`config.mk`:
```
export PLATFORM = sky130hd
export DESIGN_NAME = fg_burst_waveform_gen_flat
export DESIGN_NICKNAME = d
export VERILOG_FILES = /design/src/rtl/fg_burst_waveform_gen_if.sv /design/src/rtl/fg_burst_waveform_gen.sv /design/src/flat_wrapper.sv
export SDC_FILE = /design/constraint.sdc
export NUM_CORES = 1
export LEC_CHECK = 0
export CAP_MARGIN = 20
export CORE_MARGIN = 2
export CORE_UTILIZATION = 30
export CTS_BUF_LIST = sky130_fd_sc_hd__clkbuf_4 sky130_fd_sc_hd__clkbuf_8
export DETAILED_ROUTE_END_ITERATION = 8
export DONT_BUFFER_PORTS = 1
export GPL_ROUTABILITY_DRIVEN = 0
export HOLD_SLACK_MARGIN = 0.12
export PLACE_DENSITY_LB_ADDON = 0.08
export SYNTH_ARGS = -nofsm -noshare
export SYNTH_HDL_FRONTEND = slang
export SYNTH_SLANG_ARGS = --single-unit
```
`constraint.sdc`:
```
create_clock -name clk_i -period 17.4 [get_ports clk_i]
set_input_delay 3.48 -clock clk_i [delete_from_list [all_inputs] [get_ports clk_i]]
set_output_delay 3.48 -clock clk_i [all_outputs]
set_load 0.05 [all_outputs]
```
`src/rtl/fg_burst_waveform_gen_if.sv`:
```
// fg_burst_waveform_gen_if: shadow-configuration handshake bundle for the burst waveform generator
interface fg_burst_waveform_gen_if #(
  parameter int COUNTER_BITWIDTH = 32,
  parameter int WAVEFORM_BITWIDTH = 16,
  parameter int BURST_BITWIDTH = 8
);
  logic cfg_valid_i;
  logic cfg_ready_o;
  logic [COUNTER_BITWIDTH-1:0] period_i;
  logic [COUNTER_BITWIDTH-1:0] on_time_i;
  logic [WAVEFORM_BITWIDTH-1:0] k_rise_i;
  logic [WAVEFORM_BITWIDTH-1:0] k_fall_i;
  logic [WAVEFORM_BITWIDTH-1:0] amplitude_i;
  logic [1:0] mode_i;
  logic [BURST_BITWIDTH-1:0] burst_count_i;
  logic invert_i;
  modport master (
    output cfg_valid_i, period_i, on_time_i, k_rise_i, k_fall_i, amplitude_i, mode_i, burst_count_i, invert_i,
    input cfg_ready_o
  );
  modport slave (
    input cfg_valid_i, period_i, on_time_i, k_rise_i, k_fall_i, amplitude_i, mode_i, burst_count_i, invert_i,
    output cfg_ready_o
  );
endinterface

```
`src/rtl/fg_burst_waveform_gen.sv`:
```
// fg_burst_waveform_gen: self-timed trapezoid/pulse generator with shadow config and burst modes
module fg_burst_waveform_gen #(
  parameter int COUNTER_BITWIDTH = 32,
  parameter int WAVEFORM_BITWIDTH = 16,
  parameter int BURST_BITWIDTH = 8
) (
  input  logic clk_i,
  input  logic rst_i,
  input  logic clk_en_i,
  input  logic enable_i,
  fg_burst_waveform_gen_if.slave cfg,
  output logic signed [WAVEFORM_BITWIDTH:0] out_o,
  output logic period_start_o,
  output logic busy_o,
  output logic done_o
);
  localparam int CB = COUNTER_BITWIDTH;
  localparam int WB = WAVEFORM_BITWIDTH;
  localparam int BB = BURST_BITWIDTH;
  typedef struct packed {
    logic [CB-1:0] period;
    logic [CB-1:0] on_time;
    logic [WB-1:0] k_rise;
    logic [WB-1:0] k_fall;
    logic [WB-1:0] amp;
    logic [1:0] mode;
    logic [BB-1:0] burst;
    logic inv;
  } cfg_t;
  typedef enum logic [2:0] {IDLE, RISE, ON, FALL, LOW} state_t;
  state_t state_q, state_d;
  cfg_t act_q, act_d, pend_q, pend_d, cfg_in;
  logic [CB-1:0] cnt_q, cnt_d;
  logic [WB-1:0] val_q, val_d, step;
  logic [BB-1:0] bcnt_q, bcnt_d, target;
  logic ready_q, ready_d, pstart_q, pstart_d, done_q, done_d;
  logic signed [WB:0] out_q, out_d;
  logic signed [WB+1:0] sum, amp_s;
  logic run, wrap, xfer, apply, start, stop, finish;
  assign cfg_in = '{period: cfg.period_i, on_time: cfg.on_time_i, k_rise: cfg.k_rise_i, k_fall: cfg.k_fall_i,
                    amp: cfg.amplitude_i, mode: cfg.mode_i, burst: cfg.burst_count_i, inv: cfg.invert_i};
  assign run = state_q != IDLE;
  assign wrap = run && cnt_q == act_q.period - 1'b1;
  assign xfer = cfg.cfg_valid_i && ready_q;
  assign apply = clk_en_i && (!run || wrap);
  assign start = enable_i && pend_q.period > CB'(1);
  assign stop = !enable_i || act_q.period < CB'(2);
  assign target = act_q.mode == 2'd2 || act_q.burst == '0 ? BB'(1) : act_q.burst;
  assign finish = wrap && (act_q.mode == 2'd1 || act_q.mode == 2'd2) && bcnt_q + 1'b1 >= target;
  // One shared adder with a headroom bit so a large slope never wraps before clamping
  assign sum = $signed({2'b00, val_q}) + (state_q == RISE ? $signed({2'b00, act_q.k_rise}) : -$signed({2'b00, act_q.k_fall}));
  assign amp_s = $signed({2'b00, act_q.amp});
  assign step = sum < 0 ? '0 : state_q == RISE && sum > amp_s ? act_q.amp : sum[WB-1:0];
  assign cfg.cfg_ready_o = ready_q;
  assign out_o = out_q;
  assign period_start_o = pstart_q;
  assign busy_o = run;
  assign done_o = done_q;
  // Shadow config: accept into pending on handshake, promote to active in IDLE or at a wrap
  always_comb begin
    pend_d = xfer ? cfg_in : pend_q;
    act_d = apply ? pend_q : act_q;
    ready_d = xfer ? 1'b0 : apply ? 1'b1 : ready_q;
    out_d = act_q.inv ? -$signed({1'b0, val_q}) : $signed({1'b0, val_q});
  end
  // Waveform FSM: stop/done beats the wrap, the wrap beats the on-time match
  always_comb begin
    state_d = state_q;
    cnt_d = cnt_q;
    val_d = val_q;
    bcnt_d = bcnt_q;
    pstart_d = 1'b0;
    done_d = 1'b0;
    if (clk_en_i && !run) begin
      state_d = start ? RISE : IDLE;
      cnt_d = '0;
      val_d = '0;
      bcnt_d = '0;
      pstart_d = start;
    end else if (clk_en_i && (stop || finish)) begin
      state_d = IDLE;
      cnt_d = '0;
      val_d = '0;
      done_d = !stop;
    end else if (clk_en_i) begin
      cnt_d = wrap ? '0 : cnt_q + 1'b1;
      val_d = state_q == ON ? act_q.amp : state_q == LOW ? '0 : step;
      state_d = wrap ? RISE
              : (state_q == RISE || state_q == ON) && cnt_d == act_q.on_time ? FALL
              : state_q == RISE && val_d == act_q.amp ? ON
              : state_q == FALL && val_d == '0 ? LOW
              : state_q;
      bcnt_d = wrap ? bcnt_q + 1'b1 : bcnt_q;
      pstart_d = wrap;
    end
  end
  // State registers; reset clears both config slots so nothing runs until a config is loaded
  always_ff @(posedge clk_i) begin
    if (rst_i) begin
      state_q <= IDLE;
      cnt_q <= '0;
      val_q <= '0;
      bcnt_q <= '0;
      act_q <= '0;
      pend_q <= '0;
      ready_q <= 1'b1;
      pstart_q <= 1'b0;
      done_q <= 1'b0;
      out_q <= '0;
    end else begin
      state_q <= state_d;
      cnt_q <= cnt_d;
      val_q <= val_d;
      bcnt_q <= bcnt_d;
      act_q <= act_d;
      pend_q <= pend_d;
      ready_q <= ready_d;
      pstart_q <= pstart_d;
      done_q <= done_d;
      out_q <= out_d;
    end
  end
endmodule
```
`src/flat_wrapper.sv`:
```
// flat-port wrapper written by rule: the top's interface ports become plain ports
module fg_burst_waveform_gen_flat 
#(
  parameter int COUNTER_BITWIDTH = 32,
  parameter int WAVEFORM_BITWIDTH = 16,
  parameter int BURST_BITWIDTH = 8
)
  (clk_i, rst_i, clk_en_i, enable_i, out_o, period_start_o, busy_o, done_o, cfg_cfg_valid_i, cfg_period_i, cfg_on_time_i, cfg_k_rise_i, cfg_k_fall_i, cfg_amplitude_i, cfg_mode_i, cfg_burst_count_i, cfg_invert_i, cfg_cfg_ready_o);
  fg_burst_waveform_gen_if #(.COUNTER_BITWIDTH(COUNTER_BITWIDTH), .WAVEFORM_BITWIDTH(WAVEFORM_BITWIDTH), .BURST_BITWIDTH(BURST_BITWIDTH)) cfg_i ();
  input  logic clk_i;
  input  logic rst_i;
  input  logic clk_en_i;
  input  logic enable_i;
  output logic signed [WAVEFORM_BITWIDTH:0] out_o;
  output logic period_start_o;
  output logic busy_o;
  output logic done_o;
  input wire logic [$bits(cfg_i.cfg_valid_i)-1:0] cfg_cfg_valid_i;
  input wire logic [$bits(cfg_i.period_i)-1:0] cfg_period_i;
  input wire logic [$bits(cfg_i.on_time_i)-1:0] cfg_on_time_i;
  input wire logic [$bits(cfg_i.k_rise_i)-1:0] cfg_k_rise_i;
  input wire logic [$bits(cfg_i.k_fall_i)-1:0] cfg_k_fall_i;
  input wire logic [$bits(cfg_i.amplitude_i)-1:0] cfg_amplitude_i;
  input wire logic [$bits(cfg_i.mode_i)-1:0] cfg_mode_i;
  input wire logic [$bits(cfg_i.burst_count_i)-1:0] cfg_burst_count_i;
  input wire logic [$bits(cfg_i.invert_i)-1:0] cfg_invert_i;
  output wire logic [$bits(cfg_i.cfg_ready_o)-1:0] cfg_cfg_ready_o;
  assign cfg_i.cfg_valid_i = cfg_cfg_valid_i;
  assign cfg_i.period_i = cfg_period_i;
  assign cfg_i.on_time_i = cfg_on_time_i;
  assign cfg_i.k_rise_i = cfg_k_rise_i;
  assign cfg_i.k_fall_i = cfg_k_fall_i;
  assign cfg_i.amplitude_i = cfg_amplitude_i;
  assign cfg_i.mode_i = cfg_mode_i;
  assign cfg_i.burst_count_i = cfg_burst_count_i;
  assign cfg_i.invert_i = cfg_invert_i;
  assign cfg_cfg_ready_o = cfg_i.cfg_ready_o;
  fg_burst_waveform_gen #(.COUNTER_BITWIDTH(COUNTER_BITWIDTH), .WAVEFORM_BITWIDTH(WAVEFORM_BITWIDTH), .BURST_BITWIDTH(BURST_BITWIDTH)) u_core (.clk_i(clk_i), .rst_i(rst_i), .clk_en_i(clk_en_i), .enable_i(enable_i), .cfg(cfg_i), .out_o(out_o), .period_start_o(period_start_o), .busy_o(busy_o), .done_o(done_o));
endmodule
```
Word level (Yosys, flattened, before mapping)
Cells that the tools add are included.

Register bits after elaboration: 325. Input port bits: 128. Output and inout bits: 21. Word-level logic and storage cells: 101.

Add/sub/neg operators: 6. Order comparisons: 5. Equality and inequality tests: 9. Mux-type cells: 21. Bitwise gates (word level): 2. Reductions and logical operators: 33.

Operators with widths (count): 16-bit two-way mux (5); 32-bit equality test (2); 32-bit by 1-bit adder with 32-bit output (second input constant) (1); 32-bit by 1-bit > comparator with 1-bit output (second input constant) (1); 32-bit by 2-bit less-than comparator with 1-bit output (second input constant) (1); 32-bit two-way mux (1); 32-bit by 1-bit subtractor with 32-bit output (second input constant) (1); 3-bit two-way mux (7); 17-bit by 18-bit adder with 18-bit output (1); 18-bit by 17-bit > comparator with 1-bit output (1); 18-bit by 1-bit less-than comparator with 1-bit output (second input constant) (1); 18-bit two-way mux (1); 16-bit negation with 18-bit output (1); 16-bit negation with 17-bit output (1); 16-bit equality test (1); 16-bit logical NOT (1); 1-bit logical AND (12); 8-bit by 1-bit adder with 8-bit output (second input constant) (1); 8-bit >= comparator (1); 8-bit logical NOT (1); 8-bit two-way mux (1); 3-bit by 2-bit equality test with 1-bit output (second input constant) (2); 1-bit logical OR (6); 1-bit two-way mux (6); other kinds (13) (19).

Logic depth before layout (Yosys ltp)
Depth in word-level cells: 18. Depth in mapped cells: 30. Mapped depth without buffers: 28.

Worst setup path before layout
Ideal clock, no wire load.

Path kind: flip-flop to flip-flop. Start point: register u_core.act_q[32] (netlist bit). End point: register u_core.state_q[2]. Library setup time: 0.060 ns. Data arrival time: 5.481 ns. Data required time: 17.340 ns. Setup slack: 11.859 ns. Stages on the path, launching flop included: 24. Buffers on the path: 2. Period minus slack after synthesis: 5.541 ns. Path through: dfxtp_1 or4_1 or3_1 nor3_1 xor2_1 o21ai_0 ha_1 clkbuf_1 a31oi_1 nor3b_1 xnor2_1 ha_1 a21oi_1 nor2b_1 o21ai_0 nand2_1 a221oi_1 a31oi_1 or2_2 clkbuf_1 a21oi_1 and4b_1 o41ai_1 and3b_1.

Word-level cells in the longest chain between the ends: 17. Elaborated cells on any way between the ends: 22. Classes of those cells: add/sub: 2; order compare: 2; eq/ne: 1; mux: 11; reduce/logical: 6.

Ends and longest elaborated chain: start: declaration (line fg_burst_waveform_gen.sv:32) `cfg_t act_q, act_d, pend_q, pend_d, cfg_in;`; start signal: assignment (line fg_burst_waveform_gen.sv:115) `act_q <= act_d;`; 16-bit negation with 18-bit output * (line fg_burst_waveform_gen.sv:51) `assign sum = $signed({2'b00, val_q}) + (state_q == RISE ? $signed({2'b00, act_q.k_rise}) : -$signed({2'b00, ac ...`; 18-bit two-way mux * (line fg_burst_waveform_gen.sv:51); 17-bit by 18-bit adder with 18-bit output * (line fg_burst_waveform_gen.sv:51); 18-bit by 17-bit > comparator with 1-bit output (line fg_burst_waveform_gen.sv:53) `assign step = sum < 0 ? '0 : state_q == RISE && sum > amp_s ? act_q.amp : sum[WB-1:0];`; 1-bit logical AND (line fg_burst_waveform_gen.sv:53); 16-bit two-way mux (line fg_burst_waveform_gen.sv:53); 16-bit two-way mux * (line fg_burst_waveform_gen.sv:53); 16-bit two-way mux * (2 in a row) (line fg_burst_waveform_gen.sv:87) `val_d = state_q == ON ? act_q.amp : state_q == LOW ? '0 : step;`; 16-bit equality test (line fg_burst_waveform_gen.sv:90) `: state_q == RISE && val_d == act_q.amp ? ON`; 1-bit logical AND (line fg_burst_waveform_gen.sv:90); 3-bit two-way mux (line fg_burst_waveform_gen.sv:90); 3-bit two-way mux (line fg_burst_waveform_gen.sv:89) `: (state_q == RISE || state_q == ON) && cnt_d == act_q.on_time ? FALL`; 3-bit two-way mux (line fg_burst_waveform_gen.sv:88) `state_d = wrap ? RISE`; 3-bit two-way mux (line fg_burst_waveform_gen.sv:85) `end else if (clk_en_i) begin`; 3-bit two-way mux (line fg_burst_waveform_gen.sv:80) `end else if (clk_en_i && (stop || finish)) begin`; 3-bit two-way mux (line fg_burst_waveform_gen.sv:74) `if (clk_en_i && !run) begin`; end signal: assignment (line fg_burst_waveform_gen.sv:111) `state_q <= state_d;`; end: declaration (line fg_burst_waveform_gen.sv:31) `state_t state_q, state_d;`.

Every way passes the cells marked *; elsewhere a longest branch is shown, timed or not. The select of a mux whose other input is x is not followed. A chain may end at the register's enable or synchronous reset.

Final worst setup path
Start point: register u_core.act_q[27] (netlist bit). End point: register u_core.state_q[2].

The elaborated chain is that of the path after synthesis.

==> flow_summary_export.csv <==
group,metric,value,unit
setup_path,rrSetupSlack,10.75,ns
setup_path,worst_setup_path_startpoint,"u_core.act_q[27]",
power_and_ir_drop,power.net_switching,595,µW
logic_synthesis,ys_types,77,
placement,dp_hpwl,39.3,mm
sta,final.period_utilization,0.382,
route,overall_routed_net_length,54.9,mm
setup_path,worst_r2r_startpoint,"u_core.act_q[27]",
floorplan,std_cell_rows,86,
logic_synthesis,synthesis.yosys.warnings,0,
sta,timing_max_transition_violations_final,0,
sta,timing.final.crit_period,6.65,ns
final_layout,post_layout_util,0.337,
setup_path,critical_path_arrival,7.23,ns
setup_path,cp_top_family,"simple AND/OR/NAND/NOR gates",
hold_path,worst_hold_path.endpoint,"u_core.act_q[15]",
clocking,clock-sinks,325,
power_and_ir_drop,power.density,106,mW/mm²
setup_path,worstSetupEndpointType,"flop",
sta,rsz0062_at_grt,"no",
route,dr.first_iter.drc_count,1338,
run,drv_cap,0,
power_and_ir_drop,vdd_ir_drop_max,0.0474,mV
setup_path,timing.critical_path.fanout_max,17,
clocking,clk_lat_worst_skew,0.63,ns
placement,placed_cells,2861,
sta,timing.final.hold_violations,0,
route,final_antenna_net_count,0,
route,detailedRoute.firstPassIterationCount,5,
setup_path,worstPathBufferInverterCount,1,
sta,timing.final.setup_violations,0,
clocking,h-tree-depth,3,
clocking,cts.reportedPaths.clkPinSlew,0.05,ns
floorplan,coreArea,0.0552,mm²
route,drt-vias-per-instance,5.20,
logic_synthesis,synthesis.nets,2430,
global_routing,groute.usage.overall,0.189,
hold_path,timing.hold.worst.class,"reg2reg",
route,wl_per_cell,18.5,µm
logic_synthesis,synth_async_sr_flop_share,0,
floorplan,die_height,241,µm
route,vias,15444,
hold_path,hold_path.startpoint,"u_core.pend_q[15]",
power_and_ir_drop,power_leakage,0.00677,µW
setup_path,worst_ep_required_time,17.98,ns
outcome,outcome,"finished clean",
logic_synthesis,syn-cell-area,0.0168,mm²
hold_path,worstHoldPathCells,2,
global_routing,vias_in_the_first_global_route,14709,
clocking,clk_path_buf_depth,3,
placement,port_bufs,0,
global_routing,global_route.overflow_total,0,
logic_synthesis,synth_edf_count,0,
final_layout,instances_no_fill,2972,
power_and_ir_drop,p_int,1370,µW
clocking,clock_root_cell,"clkbuf_8",
setup_path,setup.worst_path.class,"reg2reg",
floorplan,pin_count,149,
logic_synthesis,synth_seq_area_share,0.388,
global_routing,pin_count_of_the_biggest_net_entering_global_routing,271,
floorplan,die_x,241,µm
logic_synthesis,synthesis.area_per_instance,7.46,µm²
sta,tns,0,ns
final_layout,final_net_count,2360,
setup_path,worstSetupStartpointType,"flop",
power_and_ir_drop,comb_power_share,0.174,
final_layout,relative_area_change_from_synthesis_to_final_layout,10.7,%
logic_synthesis,yosys_register_bits,325,
setup_path,worstRegToRegCells,23,
clocking,postCtsHoldBufs,0,
sta,timing.fmax,0.150,GHz
sta,max_slew_margin,0.335,
route,drc_errors,0,
setup_path,worstPathCellList,"or4_1 -> or3_1 -> nor3_1 -> xor2_1 -> o21ai_0 -> ha_1 -> nand4_1 -> a211oi_1 -> nor3_1 -> nor3_1 -> xnor2_1 -> inv_1 -> ha_1 -> nand4_1 -> nor2_1 -> nand4_1 -> a221oi_1 -> a31oi_1 -> or2_2 -> a21oi_1 -> and4b_1 -> o41ai_1 -> and3b_1",
sta,worstMarginPinSlew,0.997,ns
logic_synthesis,netlist_instances,2252,
final_layout,layout-drive-gt1-share,0.0679,
floorplan,die-area,0.0579,mm²
setup_path,critical-path-slowest-cell,"or4_1",
floorplan,initial_utilization,0.304,
global_routing,initial_antenna_violation_count,1,
power_and_ir_drop,power_switching_share,0.303,
power_and_ir_drop,p_seq_frac,0.416,
clocking,tritoncts,"built",
logic_synthesis,postSynth.topFlopCell,"dfxtp_1",
setup_path,crit-reg2reg-capture,"u_core.state_q[2]",
clocking,post_cts.repair.setup_buffers,0,
clocking,tritoncts.num_buffers,66,
power_and_ir_drop,clock_power_share,0.410,
setup_path,delay_of_the_slowest_critical_path_stage,0.62,ns
global_routing,global_route_wire_length_before_repair,85.2,mm
clocking,ctsResizeCount,0,
sta,fin_worst_skew,0.0249,ns
layer usage:
metal	share of wire	wire length, µm	GRT usage	vias to the layer above
li1	-	-	-	7677
met1	0.51	28100	0.283	7309
met2	0.41	22300	0.264	366
met3	0.058	3210	0.0430	92
met4	0.025	1360	0.0615	0
met5	0	0	0	-
logic make-up after synthesis:
logic type	count (synthesis)	share of synthesized area
fa+ha+maj	50	0.0377
compound gates	528	0.186
simple gates	1018	0.273
xor+xnor	128	0.0668
buf+inv	197	0.0456
flops	325	0.388
mux	6	0.00365
state kept, by name (all words and copies together) (netlist names):
signal,cells
u_core.state_q,3
u_core.done_o,1
u_core.period_start_o,1
u_core.out_o,17
u_core.act_q,123
u_core.val_q,16
u_core.cfg.cfg_ready_o,1
u_core.pend_q,123
u_core.cnt_q,32
u_core.bcnt_q,8
layout by cell type (no fill, tap or decap), drive strengths merged, types with 6 or more instances in the layout:
cell type  Yosys  final
or4           26     26
xor2          61     61
nand2        581    581
nand3         38     38
nor4          47     47
buf           25     13
a21o          20     20
nor2         135    135
nor3          62     62
nor2b         11     11
o41ai          8      8
and3          16     16
a31oi         10     10
or3            7      7
inv           45     48
xnor2         67     67
a21oi        331    331
nor3b         10     10
o21ai         50     50
nand2b        24     24
a221oi        18     18
o211ai         6      6
dfxtp        325    325
a211oi        10     10
a22oi          9      9
o31ai         12     12
ha            49     49
nand4         26     26
clkbuf       127     99
worst max-delay path by stage:
stage	endpoint	cells after the start
after global routing	u_core.state_q[0]	23
after CTS	u_core.state_q[2]	23
after floorplan	u_core.state_q[2]	23
after detailed placement	u_core.state_q[2]	23
final	u_core.state_q[2]	23
after global placement	u_core.state_q[2]	23
layout make-up:
class,instances,area (µm²)
antenna,1,2.50
clock buffer,98,1230
clock inverter,11,98.8
fill,5990,36600
inverter,45,169
multi-input combinational,1730,9550
sequential,325,6510
tap,748,936
timing repair buffer,14,103
power by group through the flow:
stage	Sequential [µW]	Combinational (µW)	Clock (µW)
global route	821	384	868
CTS	816	341	835
floorplan	817	270	0
global placement	832	339	0
finish	816	342	803
detailed placement	832	340	0
metrics by stage:
step | instance area [µm²] | setup WS (ns) | power (µW) | hold slack, ns
4_1_cts | 18600 | 10.84 | 1990 | 0.447
5_1_grt | 18600 | 10.20 | 2070 | 0.470
2_1_floorplan | 16800 | 11.86 | 1090 | 0.432
3_5_place_dp | 17300 | 10.85 | 1170 | 0.439
3_3_place_gp | 17300 | 11.09 | 1170 | 0.436
6_report | 18600 | 10.75 | 1960 | 0.447
cells in the mapped netlist, types with 9 or more instances:
cell	instances	share of area
a21o_1	20	0.0089
nor2b_1	11	0.0041
dfxtp_1	325	0.39
xnor2_1	67	0.035
xor2_1	61	0.032
nand2b_1	24	0.0089
a22oi_1	9	0.0040
buf_1	9	0.0020
a211oi_1	10	0.0045
nor2_1	135	0.030
a221oi_1	18	0.0094
nor3_1	61	0.018
a31oi_1	10	0.0037
or4_1	24	0.011
o31ai_1	11	0.0049
nand3_1	38	0.011
inv_1	44	0.0098
o21ai_0	50	0.015
a21oi_1	331	0.099
ha_1	49	0.037
buf_2	15	0.0045
and3_1	16	0.0060
nor4_1	46	0.017
clkbuf_1	127	0.028
nand2_1	581	0.13
nor3b_1	10	0.0045
nand4_1	26	0.0097
worst register-to-register path, stage by stage, from the launching register on:
cell	delay, ns
dfxtp_1	0.33
or4_1	0.62
or3_1	0.44
nor3_1	0.21
xor2_1	0.16
o21ai_0	0.10
ha_1	0.54
nand4_1	0.27
a211oi_1	0.35
nor3_1	0.11
nor3_1	0.26
xnor2_1	0.21
inv_1	0.13
ha_1	0.31
nand4_1	0.14
nor2_1	0.17
nand4_1	0.16
a221oi_1	0.36
a31oi_1	0.24
or2_2	0.52
a21oi_1	0.17
and4b_1	0.26
o41ai_1	0.34
and3b_1	0.19
(Power assumes the default switching activity.)
